[src/rtl/store_drain_buffer.sv]
// store_drain_buffer: post-commit store FIFO draining to data memory.
// `define STORE_FWD_EN enables byte-granular load forwarding.
module store_drain_buffer #(
  parameter int DEPTH = 8,
  parameter int CNT_W = $clog2(DEPTH) + 1
) (
  input  logic             clk,
  input  logic             rst_n,
  input  logic             in_valid,
  output logic             in_ready,
  input  logic [31:0]      in_addr,
  input  logic [31:0]      in_data,
  input  logic [2:0]       in_func3,
  input  logic [4:0]       in_rob_tag,
  output logic             mem_req,
  output logic [31:0]      mem_addr,
  output logic [31:0]      mem_wdata,
  output logic [3:0]       mem_wstrb,
  input  logic             mem_ack,
  input  logic             fwd_valid,
  input  logic [31:0]      fwd_addr,
  input  logic [2:0]       fwd_func3,
  output logic             fwd_hit,
  output logic             fwd_conflict,
  output logic [31:0]      fwd_data,
  output logic             err_pulse,
  output logic [4:0]       err_rob_tag,
  output logic [CNT_W-1:0] count,
  output logic             empty
);
  localparam int PTR_W = $clog2(DEPTH);

  typedef enum logic {IDLE, REQ} state_t;

  typedef struct packed {
    logic [29:0] waddr;
    logic [31:0] data;
    logic [3:0]  strb;
  } sdb_entry_t;

  sdb_entry_t       ent_q [DEPTH];
  sdb_entry_t       head_e;
  logic [PTR_W-1:0] head_q, tail_q;
  logic [CNT_W-1:0] count_q, count_d;
  state_t           state_q, state_d;
  logic             push, wr, pop, enc_ok;
  logic [31:0]      enc_data;
  logic [3:0]       enc_strb;

  always_comb begin
    enc_ok   = 1'b0;
    enc_strb = 4'b0000;
    enc_data = 32'h0;
    unique case (1'b1)
      in_func3 == 3'b000: begin
        enc_ok   = 1'b1;
        enc_strb = 4'b0001 << in_addr[1:0];
        enc_data = {24'h0, in_data[7:0]} << {in_addr[1:0], 3'b000};
      end
      in_func3 == 3'b001: begin
        enc_ok   = ~in_addr[0];
        enc_strb = 4'b0011 << in_addr[1:0];
        enc_data = {16'h0, in_data[15:0]} << {in_addr[1:0], 3'b000};
      end
      in_func3 == 3'b010: begin
        enc_ok   = (in_addr[1:0] == 2'b00);
        enc_strb = 4'b1111;
        enc_data = in_data;
      end
      default: ;
    endcase
  end

  // Rejected stores still complete the handshake; only the write is skipped.
  assign in_ready = (count_q < CNT_W'(DEPTH));
  assign push     = in_valid & in_ready;
  assign wr       = push & enc_ok;
  assign pop      = (state_q == REQ) & mem_ack;
  assign count_d  = count_q + CNT_W'(wr) - CNT_W'(pop);

  always_ff @(posedge clk or negedge rst_n) begin
    if (!rst_n) begin
      for (int i = 0; i < DEPTH; i++) ent_q[i] <= '0;
    end else if (wr) begin
      ent_q[tail_q] <= '{waddr: in_addr[31:2],
                         data:  enc_data,
                         strb:  enc_strb};
    end
  end

  always_ff @(posedge clk or negedge rst_n) begin
    if (!rst_n) begin
      head_q      <= '0;
      tail_q      <= '0;
      count_q     <= '0;
      err_pulse   <= 1'b0;
      err_rob_tag <= 5'h0;
    end else begin
      count_q   <= count_d;
      err_pulse <= push & ~enc_ok;
      if (wr)  tail_q <= tail_q + 1'b1;
      if (pop) head_q <= head_q + 1'b1;
      if (push & ~enc_ok) err_rob_tag <= in_rob_tag;
    end
  end

  always_ff @(posedge clk or negedge rst_n) begin
    if (!rst_n) state_q <= IDLE;
    else        state_q <= state_d;
  end

  always_comb begin
    state_d = state_q;
    unique case (state_q)
      IDLE: if (count_q != '0) state_d = REQ;
      REQ:  if (pop && count_d == '0) state_d = IDLE;
      default: state_d = IDLE;
    endcase
  end

  assign head_e    = ent_q[head_q];
  assign mem_req   = (state_q == REQ);
  assign mem_addr  = mem_req ? {head_e.waddr, 2'b00} : 32'h0;
  assign mem_wdata = mem_req ? head_e.data : 32'h0;
  assign mem_wstrb = mem_req ? head_e.strb : 4'h0;
  assign count     = count_q;
  assign empty     = (count_q == '0) && (state_q == IDLE);

`ifdef STORE_FWD_EN
  logic [3:0]       cov, req_m;
  logic [31:0]      mrg;
  logic [PTR_W-1:0] idx;
  logic             fwd_unused;

  // Walk oldest to youngest so later stores overwrite earlier bytes.
  always_comb begin
    cov = 4'h0;
    mrg = 32'h0;
    idx = '0;
    for (int i = 0; i < DEPTH; i++) begin
      idx = head_q + PTR_W'(i);
      if (CNT_W'(i) < count_q && ent_q[idx].waddr == fwd_addr[31:2]) begin
        for (int b = 0; b < 4; b++) begin
          if (ent_q[idx].strb[b]) begin
            cov[b]         = 1'b1;
            mrg[8*b +: 8]  = ent_q[idx].data[8*b +: 8];
          end
        end
      end
    end
  end

  always_comb begin
    req_m = 4'b1111;
    unique case (1'b1)
      fwd_func3[1:0] == 2'b00: req_m = 4'b0001 << fwd_addr[1:0];
      fwd_func3[1:0] == 2'b01: req_m = 4'b0011 << fwd_addr[1:0];
      default: ;
    endcase
  end

  assign fwd_hit      = fwd_valid & ((cov & req_m) == req_m);
  assign fwd_conflict = fwd_valid & (|(cov & req_m)) & ~fwd_hit;
  assign fwd_data     = fwd_valid ? mrg : 32'h0;
  assign fwd_unused   = fwd_func3[2];
`else
  logic             any_m;
  logic [PTR_W-1:0] idx;
  logic             fwd_unused;

  // Without forwarding, any word overlap forces a conservative replay.
  always_comb begin
    any_m = 1'b0;
    idx   = '0;
    for (int i = 0; i < DEPTH; i++) begin
      idx = head_q + PTR_W'(i);
      if (CNT_W'(i) < count_q && ent_q[idx].waddr == fwd_addr[31:2])
        any_m = 1'b1;
    end
  end

  assign fwd_hit      = 1'b0;
  assign fwd_data     = 32'h0;
  assign fwd_conflict = fwd_valid & any_m;
  assign fwd_unused   = ^{fwd_addr[1:0], fwd_func3};
`endif

endmodule

[config.mk]
export PLATFORM = sky130hd
export DESIGN_NAME = store_drain_buffer
export DESIGN_NICKNAME = d
export VERILOG_FILES = /design/src/rtl/store_drain_buffer.sv
export SDC_FILE = /design/constraint.sdc
export NUM_CORES = 1
export LEC_CHECK = 0
export CORE_MARGIN = 5
export CORE_UTILIZATION = 45
export CTS_CLUSTER_DIAMETER = 120
export CTS_CLUSTER_SIZE = 20
export DETAILED_ROUTE_END_ITERATION = 6
export MAX_ROUTING_LAYER = met4
export SKIP_LAST_GASP = 1
export SYNTH_ARGS = -nofsm -noshare
export SYNTH_HDL_FRONTEND = slang
export SYNTH_SLANG_ARGS = --single-unit
[constraint.sdc]
create_clock -name clk -period 8.1 [get_ports clk]
set_clock_uncertainty 0.15 [all_clocks]
set_input_delay 1.62 -clock clk [delete_from_list [all_inputs] [get_ports clk]]
set_output_delay 1.62 -clock clk [all_outputs]
set_load 0.05 [all_outputs]
==> impl_metrics.yaml <==
clocking:
  postCtsHoldBufs: 0
  clkTransAtPathRegs_ns: 0.08
  numCtsBuffers: 31
  htreeDepth: 1
  clockRootBuffer: "clkbuf_16"
  cts.repair.resized: 0
  cts_setup_buffers: 0
  clk_path_buf_depth: 3
  cts_sinks: 545
  clk_latency_ns: 0.65
  cts_tree: "yes"
floorplanning:
  coreArea_um2: 80200
  boundaryPins: 227
  fp.dieArea_um2: 86100
  fp.dieW_um: 293
  start_util: 0.451
  rows: 104
  die_h_um: 293
logic_synthesis:
  synthesis.area_um2: 36100
  yosys.cell_types.count: 79
  avgSynthCellArea_um2: 11.1
  synthCells: 3266
  yosys_warnings: 0
  synthArstFlopShare: 1.00
  synth_edf_count: 0
  dominantRegCellSynth: "dfrtp_1"
  ys_ff_latch: 545
  seq_area_frac_synth: 0.377
detailed_routing:
  wl_mm: 136
  avgViaCountPerCell: 6.43
  wl_per_cell_um: 31.3
  drc: 0
  vias: 28000
  drt_first_pass_iters: 6
  drt_iter0_drc: 2939
  ant_nets: 0
min_path:
  min_path_cells: 2
  hp-class: "reg2reg"
  whs_endpoint: "ent_q[484]$_DFFE_PN0P_"
  min_from: "ent_q[484]$_DFFE_PN0P_"
placed_design:
  io_buffers: 186
  placed_cell_area_um2: 38700
  dpl.hpwl_mm: 100
  finalWeightedCongestion: 1.09
worst_setup_path:
  cp_common_cell: "buf_4"
  reg2reg_from: "count[3]$_DFF_PN0_"
  path_max_fanout: 55
  arrival_ns: 5.71
  r2r_setup_slack_ns: 4.22
  cpMaxStageDelayCell: "buf_4"
  cpPeakStageDelay_ns: 0.82
  path_class: "reg2out"
  reg2reg_to: "mem_req$_DFF_PN0_"
  rr_worst_depth: 12
  cp-start-kind: "flop"
  worstPathCellList: "buf_4 -> buf_4 -> mux4_2 -> xnor2_1 -> o21ai_0 -> a2111oi_0 -> o221ai_1 -> nor4_1 -> a31oi_1 -> a41oi_2 -> buf_4"
  worstPathRequired_ns: 6.33
  cp-end-kind: "output port"
timing:
  setup_tns_ns: 0
  timing_hold_violations_final: 0
  final.period_utilization: 0.924
  fmax_mhz: 134
  maxSlewViolCount: 0
  timing.final.crit_period_ns: 7.48
  grt_setup_unrepaired: "false"
  worstMarginPinSlew_ns: 1.13
  max_slew_margin: 0.250
  finalSetupViolations: 0
flow_run:
  cap_viol_max_count: 0
layout:
  post-route-util: 0.493
  fin_nets: 3401
  drive_gt1_frac: 0.205
  syn2layout_area_growth_pct: 9.40
  final_area_um2: 39500
power:
  power_density_nw_per_um2: 394
  p_leak_nw: 16.0
  p_total_w: 0.0156
  vdd_drop_max_uv: 288
grt:
  overflow: 0
  grt_pass1_vias: 28000
  antenna_found_initial: 6
  track_usage: 0.319
  grt_pass1_wl_mm: 198
  grt_max_degree: 188
run_status:
  status: "completed"
[logic make-up after synthesis]
| kind of cell | count (synthesis) | synth area share |
|---|---|---|
| DFF | 545 | 0.377 |
| muxes | 785 | 0.327 |
| AOI/OAI and AO/OA | 648 | 0.109 |
| and+or+nand+nor | 742 | 0.0911 |
| xor gates and xnor gates | 181 | 0.0441 |
| buffers and inverters | 354 | 0.0479 |
| adders and majority gates | 10 | 0.00367 |
| other | 1 | 0.000104 |
[placed cells by master (no fill, tap or decap), types with 6 or more instances in the layout]
| master | instances |
|---|---|
| buf_4 | 60 |
| inv_1 | 33 |
| mux2i_1 | 243 |
| a31oi_1 | 13 |
| mux2_2 | 252 |
| nor4_1 | 22 |
| a2111oi_0 | 12 |
| nor2b_1 | 42 |
| a21boi_0 | 20 |
| nor2_1 | 80 |
| or2_1 | 6 |
| nand2b_1 | 13 |
| dfrtp_1 | 541 |
| conb_1 | 35 |
| diode_2 | 6 |
| a21oi_1 | 74 |
| or3_1 | 6 |
| clkinv_1 | 8 |
| o21a_1 | 20 |
| o21ai_0 | 324 |
| o221ai_1 | 11 |
| mux4_2 | 289 |
| o211ai_1 | 12 |
| o22ai_1 | 51 |
| a211oi_1 | 11 |
| o31ai_1 | 7 |
| xnor2_1 | 158 |
| nand2_1 | 443 |
| nand4_1 | 31 |
| clkbuf_16 | 31 |
| nor3_1 | 19 |
| ha_1 | 8 |
| buf_12 | 10 |
| clkdlybuf4s50_1 | 184 |
| a22oi_1 | 13 |
| nand3_1 | 34 |
| a221oi_1 | 16 |
| xor2_1 | 17 |
| and2_1 | 15 |
[per-stage QoR]
stage	worst slack (ns)	instances	hold WS, ns
6_report	0.618	4349	0.331
5_1_grt	0.543	4348	0.348
4_1_cts	0.681	4343	0.335
3_5_place_dp	0.993	4306	0.316
3_3_place_gp	1.03	4306	0.307
2_1_floorplan	1.81	3300	0.295
[registers in the layout, summed over array words and instances, names as in the netlist]
name / count
mem_req: 1
err_pulse: 1
count: 4
err_rob_tag: 5
head_q: 3
ent_q: 528
tail_q: 3
[how the worst max path moves through the flow]
stage | startpoint | to | slack [ns] | cells past startpoint
6_report | head_q[1]$_DFFE_PN0P_ | fwd_conflict | 0.62 | 11
5_1_grt | head_q[1]$_DFFE_PN0P_ | fwd_conflict | 0.54 | 11
3_5_place_dp | fwd_addr[13] | fwd_conflict | 0.99 | 10
4_1_cts | head_q[1]$_DFFE_PN0P_ | fwd_conflict | 0.68 | 11
3_3_place_gp | fwd_addr[13] | fwd_conflict | 1.03 | 10
2_1_floorplan | head_q[0]$_DFFE_PN0P_ | fwd_conflict | 1.81 | 16
[cell type report]
cell class / count / area [µm²]
tap: 1060 / 1330
antenna: 6 / 15.0
inverter: 45 / 169
clock inverter: 4 / 66.3
sequential: 545 / 13700
timing repair buffer: 255 / 2510
fill: 7192 / 40600
clock buffer: 33 / 783
multi-input combinational: 2401 / 21000
[synthesized netlist by cell type, types with 16 or more instances]
library cell | count | area (µm²)
nor2_1 | 81 | 304
a21oi_1 | 74 | 370
nand2_1 | 444 | 1670
buf_2 | 57 | 285
xnor2_1 | 160 | 1400
nand3_1 | 36 | 180
nor2b_1 | 42 | 263
a21boi_0 | 20 | 150
clkbuf_1 | 160 | 601
mux4_2 | 289 | 6510
o22ai_1 | 51 | 319
mux2_2 | 252 | 2840
dfrtp_1 | 545 | 13600
nor4_1 | 22 | 138
a221oi_1 | 16 | 140
buf_1 | 17 | 63.8
mux2i_1 | 243 | 2430
xor2_1 | 20 | 175
o21ai_0 | 324 | 1620
inv_1 | 33 | 124
o21a_1 | 20 | 150
nand4_1 | 31 | 194
buf_4 | 62 | 465
nor3_1 | 19 | 95.1
[report_power, final]
part           internal, W  switching (W)
sequential         0.00329       0.000757
combinational      0.00397        0.00591
clock             0.000722       0.000926
[worst max-delay path: cells and delay by family, from the launching register on]
family | cells | cell delay (ns)
compound gates | 5 | 1.63
buf+inv | 3 | 1.73
simple gates | 1 | 0.40
xor+xnor | 1 | 0.28
flops | 1 | 0.46
mux | 1 | 0.43
[per-layer routing]
metal,global-route usage,part of all wire
met1,0.416,0.40
met2,0.509,0.48
met3,0.0466,0.068
met4,0.124,0.048
met5,-,0
(Power assumes the default switching activity.)
